<file path="config.mk">
export PLATFORM = sky130hd
export DESIGN_NAME = axi_lite_regfile_proc
export DESIGN_NICKNAME = d
export VERILOG_FILES = /design/src/rtl/axi_lite_pkg.sv /design/src/rtl/axi_lite_proc_unit.sv /design/src/rtl/axi_lite_regfile_proc.sv
export SDC_FILE = /design/constraint.sdc
export NUM_CORES = 1
export LEC_CHECK = 0
export CAP_MARGIN = 20
export CORE_UTILIZATION = 35
export CTS_BUF_LIST = sky130_fd_sc_hd__clkbuf_16
export DETAILED_ROUTE_END_ITERATION = 10
export PLACE_DENSITY_LB_ADDON = 0.25
export SYNTH_ARGS = -nofsm -noshare
export SYNTH_HDL_FRONTEND = slang
export SYNTH_SLANG_ARGS = --single-unit
</file>
<file path="constraint.sdc">
create_clock -name ACLK -period 6 [get_ports ACLK]
set_input_delay 1.2 -clock ACLK [delete_from_list [all_inputs] [get_ports ACLK]]
set_output_delay 1.2 -clock ACLK [all_outputs]
set_load 0.005 [all_outputs]
</file>
<file path="src/rtl/axi_lite_pkg.sv">
// Shared AXI-Lite response codes and result-function mode encodings.
package axi_lite_pkg;

  localparam logic [1:0] RESP_OKAY   = 2'b00;
  localparam logic [1:0] RESP_SLVERR = 2'b10;

  localparam logic [1:0] MODE_INV  = 2'd0;
  localparam logic [1:0] MODE_PASS = 2'd1;
  localparam logic [1:0] MODE_INC  = 2'd2;
  localparam logic [1:0] MODE_REV  = 2'd3;

endpackage

</file>
<file path="src/rtl/axi_lite_proc_unit.sv">
// Combinational result function f(x), selected by the MODE register.
module axi_lite_proc_unit
  import axi_lite_pkg::*;
#(
  parameter int DATA_WIDTH = 32
) (
  input  logic [1:0]            mode,
  input  logic [DATA_WIDTH-1:0] din,
  output logic [DATA_WIDTH-1:0] dout
);

  always_comb begin
    dout = din;
    case (mode)
      MODE_INV:  dout = ~din;
      MODE_PASS: dout = din;
      MODE_INC:  dout = din + DATA_WIDTH'(1);
      MODE_REV: begin
        for (int i = 0; i < DATA_WIDTH; i++) begin
          dout[i] = din[DATA_WIDTH-1-i];
        end
      end
      default:   dout = din;
    endcase
  end

endmodule

</file>
<file path="src/rtl/axi_lite_regfile_proc.sv">
// AXI-Lite register file: data registers, derived result registers and a MODE register.
module axi_lite_regfile_proc
  import axi_lite_pkg::*;
#(
  parameter  int DATA_WIDTH = 32,
  parameter  int NUM_REGS   = 4,
  localparam int ADDR_WIDTH = $clog2(NUM_REGS) + 2
) (
  input  logic                    ACLK,
  input  logic                    ARESET,
  input  logic [ADDR_WIDTH-1:0]   AWADDR,
  input  logic                    AWVALID,
  output logic                    AWREADY,
  input  logic [DATA_WIDTH-1:0]   WDATA,
  input  logic [DATA_WIDTH/8-1:0] WSTRB,
  input  logic                    WVALID,
  output logic                    WREADY,
  output logic [1:0]              BRESP,
  output logic                    BVALID,
  input  logic                    BREADY,
  input  logic [ADDR_WIDTH-1:0]   ARADDR,
  input  logic                    ARVALID,
  output logic                    ARREADY,
  output logic [DATA_WIDTH-1:0]   RDATA,
  output logic [1:0]              RRESP,
  output logic                    RVALID,
  input  logic                    RREADY
);

  localparam int STRB_W = DATA_WIDTH / 8;
  localparam int IDX_W  = $clog2(NUM_REGS);
  localparam logic [ADDR_WIDTH-1:0] RES_BASE  = ADDR_WIDTH'(NUM_REGS);
  localparam logic [ADDR_WIDTH-1:0] MODE_ADDR = ADDR_WIDTH'(2 * NUM_REGS);

  function automatic logic [DATA_WIDTH-1:0] merge_bytes(
    input logic [DATA_WIDTH-1:0] cur,
    input logic [DATA_WIDTH-1:0] upd,
    input logic [STRB_W-1:0]     strb
  );
    logic [DATA_WIDTH-1:0] m;
    for (int b = 0; b < STRB_W; b++) begin
      m[8*b +: 8] = strb[b] ? upd[8*b +: 8] : cur[8*b +: 8];
    end
    return m;
  endfunction

  logic [DATA_WIDTH-1:0] data_q   [NUM_REGS];
  logic [DATA_WIDTH-1:0] result_q [NUM_REGS];
  logic [1:0]            mode_q;

  logic                  aw_held, w_held;
  logic [ADDR_WIDTH-1:0] aw_addr_q;
  logic [DATA_WIDTH-1:0] w_data_q;
  logic [STRB_W-1:0]     w_strb_q;

  logic                  bvalid_q, rvalid_q;
  logic [1:0]            bresp_q, rresp_q;
  logic [DATA_WIDTH-1:0] rdata_q;

  assign AWREADY = !aw_held && !bvalid_q && !ARESET;
  assign WREADY  = !w_held && !bvalid_q && !ARESET;
  assign ARREADY = !rvalid_q && !ARESET;
  assign BVALID  = bvalid_q;
  assign BRESP   = bresp_q;
  assign RVALID  = rvalid_q;
  assign RDATA   = rdata_q;
  assign RRESP   = rresp_q;

  logic aw_hs, w_hs, ar_hs, commit;
  assign aw_hs = AWVALID && AWREADY;
  assign w_hs  = WVALID && WREADY;
  assign ar_hs = ARVALID && ARREADY;

  // A beat arriving this cycle bypasses its holding register so the commit
  // edge is the same edge as the later of the two acceptances.
  assign commit = (aw_held || aw_hs) && (w_held || w_hs);

  logic [ADDR_WIDTH-1:0] wr_addr;
  logic [DATA_WIDTH-1:0] wr_data, merged, proc_out;
  logic [STRB_W-1:0]     wr_strb;
  logic [IDX_W-1:0]      wr_idx;
  logic                  wr_is_data, wr_is_mode;

  assign wr_addr    = aw_held ? aw_addr_q : AWADDR;
  assign wr_data    = w_held ? w_data_q : WDATA;
  assign wr_strb    = w_held ? w_strb_q : WSTRB;
  assign wr_idx     = wr_addr[IDX_W-1:0];
  assign wr_is_data = wr_addr < RES_BASE;
  assign wr_is_mode = wr_addr == MODE_ADDR;
  assign merged     = merge_bytes(data_q[wr_idx], wr_data, wr_strb);

  axi_lite_proc_unit #(.DATA_WIDTH(DATA_WIDTH)) u_proc (
    .mode (mode_q),
    .din  (merged),
    .dout (proc_out)
  );

  logic [IDX_W-1:0]      rd_idx;
  logic [DATA_WIDTH-1:0] rd_data;
  logic [1:0]            rd_resp;

  assign rd_idx = ARADDR[IDX_W-1:0];

  always_comb begin
    rd_data = '0;
    rd_resp = RESP_OKAY;
    if (ARADDR < RES_BASE) begin
      rd_data = data_q[rd_idx];
    end else if (ARADDR < MODE_ADDR) begin
      rd_data = result_q[rd_idx];
    end else if (ARADDR == MODE_ADDR) begin
      rd_data = DATA_WIDTH'(mode_q);
    end else begin
      rd_resp = RESP_SLVERR;
    end
  end

  // Holding-register payloads are only meaningful while their flag is set.
  always_ff @(posedge ACLK) begin
    if (aw_hs) aw_addr_q <= AWADDR;
    if (w_hs) begin
      w_data_q <= WDATA;
      w_strb_q <= WSTRB;
    end
  end

  always_ff @(posedge ACLK) begin
    if (ARESET) begin
      for (int i = 0; i < NUM_REGS; i++) begin
        data_q[i]   <= '0;
        result_q[i] <= '0;
      end
      mode_q   <= MODE_INV;
      aw_held  <= 1'b0;
      w_held   <= 1'b0;
      bvalid_q <= 1'b0;
      bresp_q  <= RESP_OKAY;
      rvalid_q <= 1'b0;
      rdata_q  <= '0;
      rresp_q  <= RESP_OKAY;
    end else begin
      if (commit) begin
        aw_held <= 1'b0;
        w_held  <= 1'b0;
      end else begin
        if (aw_hs) aw_held <= 1'b1;
        if (w_hs)  w_held  <= 1'b1;
      end

      // BVALID blocks new AW/W beats, so a commit never overlaps a pending response.
      if (commit) begin
        bvalid_q <= 1'b1;
        if (wr_is_data) begin
          data_q[wr_idx]   <= merged;
          result_q[wr_idx] <= proc_out;
          bresp_q          <= RESP_OKAY;
        end else if (wr_is_mode) begin
          if (wr_strb[0]) mode_q <= wr_data[1:0];
          bresp_q <= RESP_OKAY;
        end else begin
          bresp_q <= RESP_SLVERR;
        end
      end else if (bvalid_q && BREADY) begin
        bvalid_q <= 1'b0;
      end

      if (ar_hs) begin
        rvalid_q <= 1'b1;
        rdata_q  <= rd_data;
        rresp_q  <= rd_resp;
      end else if (rvalid_q && RREADY) begin
        rvalid_q <= 1'b0;
      end
    end
  end

endmodule

</file>
==> out/results.ini, run 1 <==
[status]
status=finished clean

[floorplanning]
start_util_pct=35.4
die_x_um=224
ioPinCount=92
die_y_um=224
dieArea_mm2=0.0502
core-area_mm2=0.0488
row_count=81

[timing]
setup_viol=0
slew_headroom_pct=27.9
hold_slack_ps=450
tns_ps=0
fmax_ghz=0.202
worst_pin_slew_ps=1080
rsz0062_at_grt=false
slew_violations=0
fin_crit_sh_pct=82.5
report.final.hold_viol_count=0
skew_ps=17.5
finalCriticalPeriod_ps=4950

[power]
ir_worst_vdd_mv=0.159
p_leak_nw=7.32
p_per_area_mw_per_mm2=287

[cells_and_area]
antennaDiodeCount=0
final_util_pct=41.5
fin_area_mm2=0.0203
stdcell_count=2284
drive_gt1_share_pct=15.6
fin_nets=1642
area_growth_pct=17.4

[run]
maxCapViolCount=0

[yosys]
synth_edf_count=296
synth_area_leaders=edfxtp_1 51%, mux4_2 8.3%, nor2_1 5.8%, dfxtp_1 4.6%, mux2i_1 4.2%
synth_top_flop_cell=edfxtp_1
synthArstFlopShare_pct=0
synth_cell_types=73
yosys_warnings=0
yosysSeqAreaShare_pct=56.1
synth_common_cells=296 x edfxtp_1, 269 x nor2_1, 134 x nand2_1
synthCells=1508
ys_ff_latch=336
avgSynthCellArea_um2=11.5
synth.cell_area_mm2=0.0173
synth_top_area_share_pct=51.5
synth_most_common_cell=edfxtp_1
synth_top_area_cell=edfxtp_1

[grt]
use_met2_pct=36.4
grt_pass1_vias=12700
grt_pass1_wl_mm=83.9
use_met3_pct=3.37
grt_use_met1_pct=30.6
globalRouteOverflowTotal=0
busiest_layer=met2
antenna_found_initial=2
grt_start_max_net_pins=56
grt.total_usage_pct=22.7

[setup_path]
cp_max_fo=43
cp-start-kind=input pin
cp.required_ps=6270
cp-end-kind=register
worst-setup-path-type=in2reg
crit_arrival_ps=5220

[clock_tree]
cts_tree=yes
cts_setup_buffers=0
hold_buffers=0
cts.sinks=336
clockBufferDepth=3
insertion_delay_ps=560
cts_made_buffers=39
root_buffer=clkbuf_16
htree_levels=2
cts_resized=0
clkSlewWorstSetupHoldPaths_ps=50

[route]
drcViolationCount=0
routedWlPerCell_um=24.7
drtAntennaViolNets=0
drtIter0Drc=1417
viasPerCell=5.76
first_pass_iters=7
vias=13200
drt_wl_total_mm=56.5

[placement]
dp_hpwl_mm=36.7
gp_congestion=0.914
postPlaceCellArea_mm2=0.0191
dp_cells=2213
numPortBuffers=89

[worst_hold_path]
min_path_type=reg2reg

[layout make-up]
| class | instances | area [µm²] |
|---|---|---|
| Clock buffer | 41 | 1030 |
| Timing Repair Buffer | 163 | 1520 |
| Multi-Input combinational cell | 1009 | 6890 |
| Tap cell | 664 | 831 |
| Inverter | 41 | 154 |
| Clock inverter | 30 | 166 |
| Sequential cell | 336 | 9690 |
| Fill cell | 4670 | 28600 |
[final timing paths]
check                           depth (start not counted)                         to             startpoint  slack, ps
worst min register to register                          2      RDATA[4]$_SDFFE_PP0P_  RDATA[4]$_SDFFE_PP0P_        450
worst max register to register                         11  result_q[3][31]$_DFFE_PP_   aw_held$_SDFFE_PP0P_       1480
worst max-delay path                                   10  result_q[3][31]$_DFFE_PP_              AWADDR[1]       1050
worst min-delay path                                    2      RDATA[4]$_SDFFE_PP0P_  RDATA[4]$_SDFFE_PP0P_        450
[state kept, by name, summed over array words and instances (netlist names), 2 cells and up]
register,flops
aw_addr_q,4
data_q,128
w_data_q,32
w_strb_q,4
RDATA,32
mode_q,2
result_q,128
[routing by layer]
layer  part of all wire, %  vias up
met1                    42     6688
met2                    48      553
li1                      -     5808
met5                 0.023        -
met3                   6.8      115
met4                   3.8        2
[where the power goes]
group | switching [W] | total (W) | internal [W] | leakage [nW]
Combinational | 0.000564 | 0.000897 | 0.000333 | 3.34
Clock | 0.000962 | 0.00224 | 0.00128 | 0.630
Sequential | 0.0000495 | 0.00269 | 0.00264 | 3.34
[logic make-up after synthesis]
| kind of cell | count (synthesis) | synth area share (%) |
|---|---|---|
| fa+ha+maj | 1 | 0.0724 |
| xor+xnor | 10 | 0.507 |
| simple gates | 550 | 14.0 |
| mux | 146 | 13.3 |
| compound gates | 300 | 11.8 |
| other cells | 1 | 0.0217 |
| buf+inv | 164 | 4.22 |
| flops | 336 | 56.1 |
[through the flow]
stage | power, W | setup slack, ps
after floorplan | 0.00324 | 1540
after global placement | 0.00362 | 726
after detailed placement | 0.00363 | 548
after CTS | 0.00586 | 1140
after global routing | 0.00602 | 804
final | 0.00582 | 1050
[cells in the final DEF, fill, tap and decap left out, types with 4 or more instances in the layout]
cell type        Yosys  layout
or4_1                5       5
clkbuf_16            0      41
a21oi_1             81      81
nor2_1             269     268
o22a_1              24      24
a31oi_1             20      20
a41o_1               4       4
nor4_1              11      11
buf_4                9      68
o21ai_0             76      75
clkdlybuf4s50_1      0      86
o22ai_1              9       9
nand2b_1             7       4
nor3_1              43      43
o221ai_1            10      10
clkinv_2             0      12
buf_12               0       7
clkinv_1             0       4
a31o_2               8       8
nand3_1             10      10
mux2_2               6       6
or2_2                5       4
mux2i_1             72      71
o211ai_1             7       7
nand4_1              7       7
a211oi_1             9       9
edfxtp_1           296     296
dfxtp_1             40      39
or3_1               15      15
and2_1              16      15
a31oi_2             12      12
xnor2_1             10      10
mux4_2              64      64
a311oi_1             7       7
and3_1               7       7
inv_1               41      51
nand2_1            134     133
nor2b_1              5       5
[critical path, cell delays in order]
cell and delay (ps):
clkdlybuf4s50_1 730, or3_4 230, and2_4 550, o22a_1 300
a31oi_4 190, nor4_2 560, and4_1 520, nand3_1 200
nor4_1 560, nor4_1 120
Note: power is estimated with default switching activity, not from simulation.
==> run 2: changes to the inputs <==
- clock period: 6 -> 4.6 ns (I/O delays scaled with it)
==> out/results.ini, run 2 (same netlist as run 1, synthesis figures left out) <==
[setup_path]
r2r_slack_ps=700
worst-setup-path-type=in2reg
cp.required_ps=4860
r2r_cells=10
cpMostUsedCell=buf_4
worst_path_largest_cell_delay_ps=720
worstPathCellList=clkdlybuf4s50_1 -> or3b_1 -> and2_1 -> buf_12 -> o22a_1 -> a31oi_1 -> or4_1 -> nor3_1 -> buf_4 -> buf_4 -> a311oi_1 -> nor3_1 -> buf_4 -> nor2_1
cp-start-kind=input pin
rr_startpoint=w_held$_SDFFE_PP0P_
path_buf_inv=5
r2r-end=result_q[1][28]$_SDFFCE_PN0P_
crit_arrival_ps=4400
cp_max_fo=23
cp-end-kind=register
cp_slowest_cell=or4_1
path_delay_family=simple AND/OR/NAND/NOR gates

[status]
status=finished clean

[timing]
skew_ps=20.1
fin_crit_sh_pct=89.8
worst_slack_ps=467
rsz0062_at_grt=false
hold_slack_ps=453
slew_violations=0
finalCriticalPeriod_ps=4130
worst_pin_slew_ps=1070
report.final.hold_viol_count=0
slew_headroom_pct=28.7
setup_viol=0
fmax_ghz=0.242

[cells_and_area]
stdcell_count=2330
area_growth_pct=19.9
layout_common_cells=296 x edfxtp_1, 268 x nor2_1, 133 x nand2_1
fill_cells=4637
fin_nets=1687
top_regs=data_q: 128 flops, result_q: 128 flops
final-seq-area_mm2=0.00969
final_common_cell=edfxtp_1
multi_input_area_mm2=0.00689
drive_gt1_share_pct=17.7
fin_area_mm2=0.0207

[worst_hold_path]
hold_end=RDATA[7]$_SDFFE_PP0P_
min-delay-start=RDATA[7]$_SDFFE_PP0P_
hold_depth=2
min_path_type=reg2reg

[route]
drtIter0Drc=1238
drcViolationCount=0
routedWlPerCell_um=24.1
first_pass_iters=5
vias=13100
viasPerCell=5.61
drtAntennaViolNets=0
drt_wl_total_mm=56.2

[grt]
grt_start_max_net_pins=56
grt_pass1_wl_mm=83.8
antenna_found_initial=0
globalRouteOverflowTotal=0
grt_pass1_vias=13000
grt.total_usage_pct=22.6

[clock_tree]
insertion_delay_ps=560
cts_setup_buffers=0
cts.sinks=336
clkSlewWorstSetupHoldPaths_ps=50
clockBufferDepth=3
root_buffer=clkbuf_16
cts_made_buffers=39
cts_tree=yes
htree_levels=2
hold_buffers=0
cts_resized=0

[run]
maxCapViolCount=0

[placement]
dp_slack_ps=-29.7
postPlaceCellArea_mm2=0.0195
dp_hpwl_mm=37.8
dp_cells=2258
gp_congestion=0.922
numPortBuffers=89

[floorplanning]
die_x_um=224
start_util_pct=35.4
ioPinCount=92
row_count=81
dieArea_mm2=0.0502
core-area_mm2=0.0488
die_y_um=224

[power]
p_leak_nw=7.58
ir_worst_vdd_mv=0.295
power.total_w=0.00772
p_per_area_mw_per_mm2=373

## run 2: metrics by stage
stage	TNS, ps	utilization, %
finish	0	42.4
global route	0	42.4
CTS	0	42.4
detailed placement	-55.7	39.9
global placement	-15.6	39.9
floorplan	0	-
## run 2: worst register-to-register path: cells and delay by family (launching register included)
kind / cells / cell delay [ps]
compound gates: 2 / 390
flops: 1 / 560
mux: 1 / 830
simple gates: 4 / 1330
buf+inv: 3 / 510
## run 2: layout make-up
type                            count  area share (%)
Clock inverter                     30            1.00
Tap cell                          664            4.01
Clock buffer                       41            4.95
Timing Repair Buffer              208            9.22
Sequential cell                   336            46.8
Antenna cell                        1          0.0121
Inverter                           41           0.743
Multi-Input combinational cell   1009            33.3
## run 2: worst max path at each step
stage	from	to	slack (ps)	depth (start not counted)
4_1_cts	AWADDR[0]	result_q[1][28]$_SDFFCE_PN0P_	540	14
3_3_place_gp	AWADDR[0]	result_q[1][28]$_SDFFCE_PN0P_	-10	14
3_5_place_dp	AWADDR[0]	result_q[1][28]$_SDFFCE_PN0P_	-30	14
5_1_grt	AWADDR[0]	result_q[1][28]$_SDFFCE_PN0P_	240	14
6_report	AWADDR[0]	result_q[1][28]$_SDFFCE_PN0P_	470	14
2_1_floorplan	w_held$_SDFFE_PP0P_	data_q[2][0]$_SDFFCE_PN0P_	410	11
## run 2: metal layers
metal	GRT usage [%]	share of wire [%]
met5	0	0
met4	9.88	4.0
met3	3.25	6.8
met2	36.8	48
met1	29.9	41
## run 2: where the power goes
group,internal (W),switching [W]
Combinational,0.000475,0.000745
Clock,0.00177,0.00123
Sequential,0.00344,0.0000595
